`config.mk`:
```
export PLATFORM = sky130hd
export DESIGN_NAME = kgp_alu_cmd_issuer_flat
export DESIGN_NICKNAME = d
export VERILOG_FILES = /design/src/rtl/kgp_alu_pkg.sv /design/src/rtl/kgp_alu_cmd_issuer_if.sv /design/src/rtl/kgp_reg_bank.sv /design/src/rtl/kgp_alu_cmd_issuer.sv /design/src/flat_wrapper.sv
export SDC_FILE = /design/constraint.sdc
export NUM_CORES = 1
export LEC_CHECK = 0
export CORE_ASPECT_RATIO = 0.9
export CORE_MARGIN = 2
export CORE_UTILIZATION = 54
export CTS_CLUSTER_DIAMETER = 80
export DETAILED_ROUTE_END_ITERATION = 6
export GPL_ROUTABILITY_DRIVEN = 0
export GPL_TIMING_DRIVEN = 1
export PLACE_DENSITY_LB_ADDON = 0.08
export SLEW_MARGIN = 30
export SYNTH_ARGS = -nofsm -noshare
export SYNTH_HDL_FRONTEND = slang
export SYNTH_SLANG_ARGS = --single-unit
```
`constraint.sdc`:
```
create_clock -name clk -period 3.65 [get_ports clk]
set_input_delay 1.095 -clock clk [delete_from_list [all_inputs] [get_ports clk]]
set_output_delay 1.095 -clock clk [all_outputs]
set_load 0.05 [all_outputs]
```
`src/rtl/kgp_alu_pkg.sv`:
```
// Shared definitions for the KGP_ALU command issuer: opcodes, command word
// field positions and issuer FSM state encodings.
package kgp_alu_pkg;

  localparam logic [3:0] OP_ADD = 4'b0000;
  localparam logic [3:0] OP_MUL = 4'b0010;
  localparam logic [3:0] OP_XOR = 4'b0110;
  localparam logic [3:0] OP_SHL = 4'b1010;
  localparam logic [3:0] OP_HAM = 4'b1111;

  localparam int CMD_OP_MSB = 31;
  localparam int CMD_OP_LSB = 28;
  localparam int CMD_A_MSB  = 15;
  localparam int CMD_A_LSB  = 8;
  localparam int CMD_B_MSB  = 7;
  localparam int CMD_B_LSB  = 0;

  typedef enum logic [1:0] {
    ST_IDLE  = 2'd0,
    ST_ISSUE = 2'd1,
    ST_WAIT  = 2'd2
  } state_t;

  // Bits [27:16] are reserved and always zero.
  function automatic logic [31:0] make_cmd(input logic [3:0] op,
                                           input logic [7:0] a,
                                           input logic [7:0] b);
    logic [31:0] cmd;
    cmd = '0;
    cmd[CMD_OP_MSB:CMD_OP_LSB] = op;
    cmd[CMD_A_MSB:CMD_A_LSB]   = a;
    cmd[CMD_B_MSB:CMD_B_LSB]   = b;
    return cmd;
  endfunction

endpackage

```
`src/rtl/kgp_alu_cmd_issuer_if.sv`:
```
// Instruction, preload, ALU, completion and debug signals of the issuer.
// Handshake: an instruction transfers on a rising edge where in_valid && in_ready;
// the source holds in_valid and the payload stable until that edge.
interface kgp_alu_cmd_issuer_if #(parameter int ADDR_W = 3);

  logic              in_valid;
  logic              in_ready;
  logic [3:0]        in_op;
  logic [ADDR_W-1:0] in_rs;
  logic [ADDR_W-1:0] in_rt;
  logic [ADDR_W-1:0] in_rd;
  logic              ld_en;
  logic [ADDR_W-1:0] ld_addr;
  logic [7:0]        ld_data;
  logic [31:0]       alu_command;
  logic [7:0]        alu_z;
  logic              done_valid;
  logic [ADDR_W-1:0] done_rd;
  logic [7:0]        done_data;
  logic [ADDR_W-1:0] rd_addr;
  logic [7:0]        rd_data;
  kgp_alu_pkg::state_t state;

  modport master (
    output in_valid, in_op, in_rs, in_rt, in_rd, ld_en, ld_addr, ld_data, alu_z, rd_addr,
    input  in_ready, alu_command, done_valid, done_rd, done_data, rd_data, state
  );

  modport slave (
    input  in_valid, in_op, in_rs, in_rt, in_rd, ld_en, ld_addr, ld_data, alu_z, rd_addr,
    output in_ready, alu_command, done_valid, done_rd, done_data, rd_data, state
  );

endinterface

```
`src/rtl/kgp_reg_bank.sv`:
```
// NREGS x 8-bit register bank: one synchronous write port, three
// asynchronous read ports (operand A, operand B, debug).
module kgp_reg_bank #(
  parameter int NREGS  = 8,
  parameter int ADDR_W = 3
) (
  input  logic              clk,
  input  logic              rst_n,
  input  logic              we,
  input  logic [ADDR_W-1:0] waddr,
  input  logic [7:0]        wdata,
  input  logic [ADDR_W-1:0] ra_addr,
  output logic [7:0]        ra_data,
  input  logic [ADDR_W-1:0] rb_addr,
  output logic [7:0]        rb_data,
  input  logic [ADDR_W-1:0] rc_addr,
  output logic [7:0]        rc_data
);

  logic [7:0] regs [NREGS];

  always_ff @(posedge clk or negedge rst_n) begin
    if (!rst_n) begin
      for (int i = 0; i < NREGS; i++) regs[i] <= '0;
    end else if (we) begin
      regs[waddr] <= wdata;
    end
  end

  assign ra_data = regs[ra_addr];
  assign rb_data = regs[rb_addr];
  assign rc_data = regs[rc_addr];

endmodule

```
`src/rtl/kgp_alu_cmd_issuer.sv`:
```
// Register-to-register issuer for KGP_ALU: accepts (op, rs, rt, rd), drives the
// command word, waits SETTLE cycles for z, then writes z back to rd.
module kgp_alu_cmd_issuer
  import kgp_alu_pkg::*;
#(
  parameter int NREGS  = 8,
  parameter int ADDR_W = 3,
  parameter int SETTLE = 1
) (
  input  logic                  clk,
  input  logic                  rst_n,
  kgp_alu_cmd_issuer_if.slave   bus
);

  localparam int CNT_W = (SETTLE < 2) ? 1 : $clog2(SETTLE + 1);

  state_t            state;
  logic [CNT_W-1:0]  cnt;
  logic [3:0]        op_q;
  logic [ADDR_W-1:0] rs_q;
  logic [ADDR_W-1:0] rt_q;
  logic [ADDR_W-1:0] rd_q;
  logic [7:0]        a_data;
  logic [7:0]        b_data;
  logic              wb_en;
  logic              ld_ok;
  logic              bank_we;
  logic [ADDR_W-1:0] bank_waddr;
  logic [7:0]        bank_wdata;

  assign bus.in_ready = (state == ST_IDLE);
  assign bus.state    = state;

  // Loads and write-backs never collide: loads only in IDLE, write-back only in WAIT.
  assign wb_en      = (state == ST_WAIT) && (cnt == CNT_W'(1));
  assign ld_ok      = (state == ST_IDLE) && bus.ld_en;
  assign bank_we    = wb_en || ld_ok;
  assign bank_waddr = wb_en ? rd_q : bus.ld_addr;
  assign bank_wdata = wb_en ? bus.alu_z : bus.ld_data;

  kgp_reg_bank #(
    .NREGS  (NREGS),
    .ADDR_W (ADDR_W)
  ) u_bank (
    .clk     (clk),
    .rst_n   (rst_n),
    .we      (bank_we),
    .waddr   (bank_waddr),
    .wdata   (bank_wdata),
    .ra_addr (rs_q),
    .ra_data (a_data),
    .rb_addr (rt_q),
    .rb_data (b_data),
    .rc_addr (bus.rd_addr),
    .rc_data (bus.rd_data)
  );

  always_ff @(posedge clk or negedge rst_n) begin
    if (!rst_n) begin
      state           <= ST_IDLE;
      cnt             <= '0;
      op_q            <= '0;
      rs_q            <= '0;
      rt_q            <= '0;
      rd_q            <= '0;
      bus.alu_command <= '0;
      bus.done_valid  <= 1'b0;
      bus.done_rd     <= '0;
      bus.done_data   <= '0;
    end else begin
      bus.done_valid <= 1'b0;
      case (state)
        ST_IDLE: begin
          if (bus.in_valid) begin
            op_q  <= bus.in_op;
            rs_q  <= bus.in_rs;
            rt_q  <= bus.in_rt;
            rd_q  <= bus.in_rd;
            state <= ST_ISSUE;
          end
        end
        ST_ISSUE: begin
          // Operands come from the bank as it stands now, so a same-cycle load is seen.
          bus.alu_command <= make_cmd(op_q, a_data, b_data);
          cnt             <= CNT_W'(SETTLE);
          state           <= ST_WAIT;
        end
        ST_WAIT: begin
          if (cnt == CNT_W'(1)) begin
            bus.done_valid <= 1'b1;
            bus.done_rd    <= rd_q;
            bus.done_data  <= bus.alu_z;
            state          <= ST_IDLE;
          end else begin
            cnt <= cnt - CNT_W'(1);
          end
        end
        default: state <= ST_IDLE;
      endcase
    end
  end

endmodule

```
`src/flat_wrapper.sv`:
```
// flat-port wrapper written by rule: the top's interface ports become plain ports
module kgp_alu_cmd_issuer_flat import kgp_alu_pkg::*;
#(
  parameter int NREGS  = 8,
  parameter int ADDR_W = 3,
  parameter int SETTLE = 1
)
  (clk, rst_n, bus_in_valid, bus_in_op, bus_in_rs, bus_in_rt, bus_in_rd, bus_ld_en, bus_ld_addr, bus_ld_data, bus_alu_z, bus_rd_addr, bus_in_ready, bus_alu_command, bus_done_valid, bus_done_rd, bus_done_data, bus_rd_data, bus_state);
  kgp_alu_cmd_issuer_if #(.ADDR_W(ADDR_W)) bus_i ();
  input  logic clk;
  input  logic rst_n;
  input wire logic [$bits(bus_i.in_valid)-1:0] bus_in_valid;
  input wire logic [$bits(bus_i.in_op)-1:0] bus_in_op;
  input wire logic [$bits(bus_i.in_rs)-1:0] bus_in_rs;
  input wire logic [$bits(bus_i.in_rt)-1:0] bus_in_rt;
  input wire logic [$bits(bus_i.in_rd)-1:0] bus_in_rd;
  input wire logic [$bits(bus_i.ld_en)-1:0] bus_ld_en;
  input wire logic [$bits(bus_i.ld_addr)-1:0] bus_ld_addr;
  input wire logic [$bits(bus_i.ld_data)-1:0] bus_ld_data;
  input wire logic [$bits(bus_i.alu_z)-1:0] bus_alu_z;
  input wire logic [$bits(bus_i.rd_addr)-1:0] bus_rd_addr;
  output wire logic [$bits(bus_i.in_ready)-1:0] bus_in_ready;
  output wire logic [$bits(bus_i.alu_command)-1:0] bus_alu_command;
  output wire logic [$bits(bus_i.done_valid)-1:0] bus_done_valid;
  output wire logic [$bits(bus_i.done_rd)-1:0] bus_done_rd;
  output wire logic [$bits(bus_i.done_data)-1:0] bus_done_data;
  output wire logic [$bits(bus_i.rd_data)-1:0] bus_rd_data;
  output wire logic [$bits(bus_i.state)-1:0] bus_state;
  assign bus_i.in_valid = bus_in_valid;
  assign bus_i.in_op = bus_in_op;
  assign bus_i.in_rs = bus_in_rs;
  assign bus_i.in_rt = bus_in_rt;
  assign bus_i.in_rd = bus_in_rd;
  assign bus_i.ld_en = bus_ld_en;
  assign bus_i.ld_addr = bus_ld_addr;
  assign bus_i.ld_data = bus_ld_data;
  assign bus_i.alu_z = bus_alu_z;
  assign bus_i.rd_addr = bus_rd_addr;
  assign bus_in_ready = bus_i.in_ready;
  assign bus_alu_command = bus_i.alu_command;
  assign bus_done_valid = bus_i.done_valid;
  assign bus_done_rd = bus_i.done_rd;
  assign bus_done_data = bus_i.done_data;
  assign bus_rd_data = bus_i.rd_data;
  assign bus_state = bus_i.state;
  kgp_alu_cmd_issuer #(.NREGS(NREGS), .ADDR_W(ADDR_W), .SETTLE(SETTLE)) u_core (.clk(clk), .rst_n(rst_n), .bus(bus_i));
endmodule
```
# After elaboration in Yosys (flattened, before gate mapping)
# Index checks and enable logic that the tools add are counted.
dict set report totals {
  word_cells 62
  in_bits 39
  out_inout_bits 55
  ff_bits 112
}
dict set report classes {
  bitwise 4
  n_eq_ne 4
  muxes 21
  n_addsub 1
  reduce_logical 9
  n_lt_le_gt_ge 5
}
# cell count
set op_table {}
lappend op_table {{$bmux W8 S3} 3}
lappend op_table {{$bwmux W64} 1}
lappend op_table {{$mux W8} 8}
lappend op_table {{$demux W8 S3} 1}
lappend op_table {{$ge A4 B4 Y1 const B} 4}
lappend op_table {{$not A3 Y4} 4}
lappend op_table {{$pmux W2 S3} 1}
lappend op_table {{$reduce_and A2 Y1} 3}
lappend op_table {{$lt A4 B1 Y1 const B} 1}
lappend op_table {{$mux W2} 2}
lappend op_table {{$logic_and A1 B1 Y1} 3}
lappend op_table {{$mux W1} 3}
lappend op_table {{$mux W3} 1}
lappend op_table {{$eq A2 B1 Y1 const B} 1}
lappend op_table {{$eq A2 B2 Y1 const B} 1}
lappend op_table {{$logic_not A2 Y1} 1}
lappend op_table {{$ne A2 B1 Y1 const B} 1}
lappend op_table {{$ne A2 B2 Y1 const B} 1}
lappend op_table {{$pmux W1 S2} 1}
lappend op_table {{$reduce_bool A2 Y1} 1}
lappend op_table {{$logic_or A1 B1 Y1} 1}
lappend op_table {{$sub A1 B1 Y1 const B} 1}

# Depth between registers and ports, before layout
dict set report logic_depth {
  word_depth 9
  depth_mapped 8
  ltp_nobuf 7
}

# By module
# Synthesis repeated with hierarchy kept, for this count alone.
dict set report unflattened {
  hier_cells 404
  area_unflattened_um2 6178.4
}
# mod cells_per_inst area_per_inst_um2 instances seq_area_each_um2
set by_module_without_submodules {}
lappend by_module_without_submodules {kgp_reg_bank 230 4078.9 1 1601.5}
lappend by_module_without_submodules {kgp_alu_cmd_issuer 174 2099.5 1 1201.2}

# Worst setup path before layout
# OpenSTA, ideal clock, no wires.
dict set report synth_timing {
  path_type {input-to-output}
  start {in bus_rd_addr[0]}
  end {out bus_rd_data[0]}
  slack_ps 25
  cell_stages 4
  t_required_ps 2555
  arrival_ps 2530
  cell_sequence {buf_2 -> buf_2 -> mux4_2 -> mux2_2}
}
dict set report synth_via {
  elab_chain_cells 4
}
# element line_no
set synth_lines {}
lappend synth_lines {{start: declaration} flat_wrapper.sv:21} ;# input wire logic [$bits(bus_i.rd_addr)-1:0] bus_rd_addr;
lappend synth_lines {{$not A3 Y4 (not written as such)} kgp_reg_bank.sv:32} ;# assign rc_data = regs[rc_addr];
lappend synth_lines {{$bmux W8 S3} kgp_reg_bank.sv:32}
lappend synth_lines {{$mux W8 (not written as such) (2 in series)} kgp_reg_bank.sv:32}
lappend synth_lines {{end: declaration} flat_wrapper.sv:27} ;# output wire logic [$bits(bus_i.rd_data)-1:0] bus_rd_data;
# Every way passes these cells. The select of a mux whose other input is x is not followed.

# Final worst setup path
# Ends and elaborated chain as after synthesis.

==> qor.yml <==
placement:
  postPlaceCellArea_mm2: 0.00696
  portBuffers: 81
  hpwl_um: 9890
  dpl_worst_slack_ns: -0.261
flow_run:
  maxCapViolations: 0
logic_synthesis:
  synth_area_mm2: 0.00604
  synthMostInstantiatedCell: "dfrtp_1"
  synth_area_leaders: "dfrtp_1 46%, mux2_2 15%, mux2i_1 11%"
  synth_area_per_cell_um2: 12.1
  synth_top_cell_by_area: "dfrtp_1"
  synth_edf_count: 0
  ys_ff_latch: 112
  ys.flop_type: "dfrtp_1"
  seq_area_frac_synth_pct: 46.4
  synthArstFlopShare_pct: 100
  synth_cells: 501
  synth_commonest_cells: "112 x dfrtp_1, 83 x mux2_2, 64 x mux2i_1"
  synth_top_area_share_pct: 46.4
  ys_types: 37
  yosys_warnings: 0
routing:
  drt-initial-drc-count: 264
  ant_nets: 0
  vias: 4299
  first_pass_iters: 5
  drc: 0
  wl_um: 15000
  via_per_inst: 5.89
  wire_per_inst_um: 20.5
power:
  power_density_mw_per_mm2: 1000
  p_leak_uw: 0.00331
  vdd_drop_max_mv: 0.573
  design_power_total_uw: 7330
layout:
  antenna_cells: 0
  layout.nets: 617
  drive_gt1_share_pct: 26.1
  utilization_pct: 67.3
  final_area_mm2: 0.00730
  area_growth_pct: 20.9
clocking:
  holdBufCountCts: 0
  cts_buffer_depth: 2
  cts_tree: "built"
  cts_setup_buffers: 0
  htreeDepth: 3
  clk_pin_slew_ns: 0.07
  cts_inserted_buffers: 9
  root_buffer: "clkbuf_16"
  clk-insertion-delay-late_ns: 0.36
  cts_sinks: 112
floorplanning:
  die_area_mm2: 0.0121
  fp.dieW_um: 116
  initial_core_util_pct: 55.7
  rows: 36
  core_mm2: 0.0109
  pin_count: 94
  chipHeight_um: 104
critical_path:
  worstSetupPathDepth: 5
  cpMaxStageDelayCell: "mux4_2"
  start_kind: "input pin"
  endpoint_kind: "output port"
  crit_required_ns: 2.55
  cp_top_family: "multiplexers"
  worstPathCellList: "buf_2 > buf_12 > mux4_2 > mux2_2 > buf_4"
  cp_num_buf_inv: 3
  crit_fanout: 8
  worstRegToRegCells: 7
  worstSetupPathType: "input pin to output port"
  crit_arrival_ns: 2.43
  max_stage_delay_ns: 0.49
sta:
  setup_viol: 0
  hold_violations: 0
  finClkSkew_ns: 0.00835
  finalCritPeriodShare_pct: 96.7
  worst_slew_pin_slew_ns: 1.04
  drv_slew: 0
  timing.fmax_mhz: 283
  layout_setup_ws_ns: 0.122
  timing.final.crit_period_ns: 3.53
  rsz0062_at_grt: "no"
  slew_headroom_pct: 30.2
global_routing:
  grt-ovfl-total: 0
  grt_max_degree: 66
  grt_pass1_wl_um: 23700
  grt_pass1_vias: 4351
  antenna_found_initial: 0
  grt_usage_pct: 26.0
status:
  outcome: "completed"
worst_hold_path:
  hold_depth: 2
  hp-class: "flop to flop"
-- layout make-up --
class / instances / area (um^2)
clock buffers: 11 / 253
inverters: 21 / 78.8
repair buffers: 93 / 967
well taps: 152 / 190
fillers: 813 / 3550
flip-flops and latches: 112 / 2800
multi-input cells: 336 / 2970
clock inverters: 5 / 38.8
-- layer usage --
| layer | vias up | GRT usage [%] | share of wire, % |
|---|---|---|---|
| met1 | 2180 | 36.4 | 45 |
| met4 | 0 | 6.11 | 1.2 |
| met3 | 18 | 6.41 | 6.7 |
| li1 | 1927 | - | - |
| met2 | 174 | 40.8 | 47 |
| met5 | - | 0 | 0 |
-- cell usage in the layout, fill, tap and decap left out, drive strengths merged, types with 6 or more instances in the layout --
master,instances
nand2,51
inv,23
conb,12
o21ai,18
mux4,16
mux2i,64
mux2,91
clkbuf,12
a22oi,32
buf,21
nand3,18
dfrtp,112
clkdlybuf4s50,70
nor2b,6
-- flip-flops by register name (all words and copies together) (netlist names) --
register	flops
u_core.bus.state	2
u_core.rs_q	3
u_core.bus.done_rd	3
u_core.cnt	1
u_core.op_q	4
u_core.u_bank.regs	64
u_core.bus.done_data	8
u_core.rt_q	3
u_core.bus.alu_command	20
u_core.bus.done_valid	1
u_core.rd_q	3
-- kinds of logic after synthesis --
family          share of synthesized area (%)
compound gates                           6.59
flops                                    46.4
other cells                            0.0621
simple gates                             6.83
buf+inv                                  5.07
mux                                      34.0
fa+ha+maj                                1.04
-- worst paths after layout --
kind / endpoint / slack, ns / start
min: u_core.bus.done_data[0] / 0.48 / u_core.bus.done_data[0]
max reg2reg: u_core.u_bank.regs[60] / 1.10 / u_core.bus.state[0]
min in group asynchronous: u_core.u_bank.regs[12] / 0.74 / rst_n
max in group asynchronous: u_core.u_bank.regs[39] / 2.15 / rst_n
max: bus_rd_data[0] / 0.12 / bus_rd_addr[0]
min reg2reg: u_core.bus.done_data[0] / 0.48 / u_core.bus.done_data[0]
-- stage by stage --
stage                     hold WS [ns]  setup TNS (ns)  instances
final                            0.479               0        730
after global routing             0.511               0        730
after CTS                        0.489               0        729
after detailed placement         0.462           -1.92        712
after global placement           0.458           -1.82        712
after floorplan                  0.474               0        512
-- tightest hold or removal path: cells and delay by family (launching register included) --
family	cells	cell delay [ns]
flops	1	0.35
simple gates	2	0.10
-- what timing repair did --
item | 4_1_cts | 5_1_grt
gates cloned | 1 | 1
endpoints found under the setup margin | 8 | 7
resized for setup | 5 | 3
-- power breakdown --
part	switching (uW)	leakage (uW)	total [uW]	internal [uW]
registers	634	0.00137	2480	1840
logic	2180	0.00180	3880	1700
clock network	465	0.000143	971	506
total	3280	0.00331	7330	4050
(Power assumes the default switching activity.)
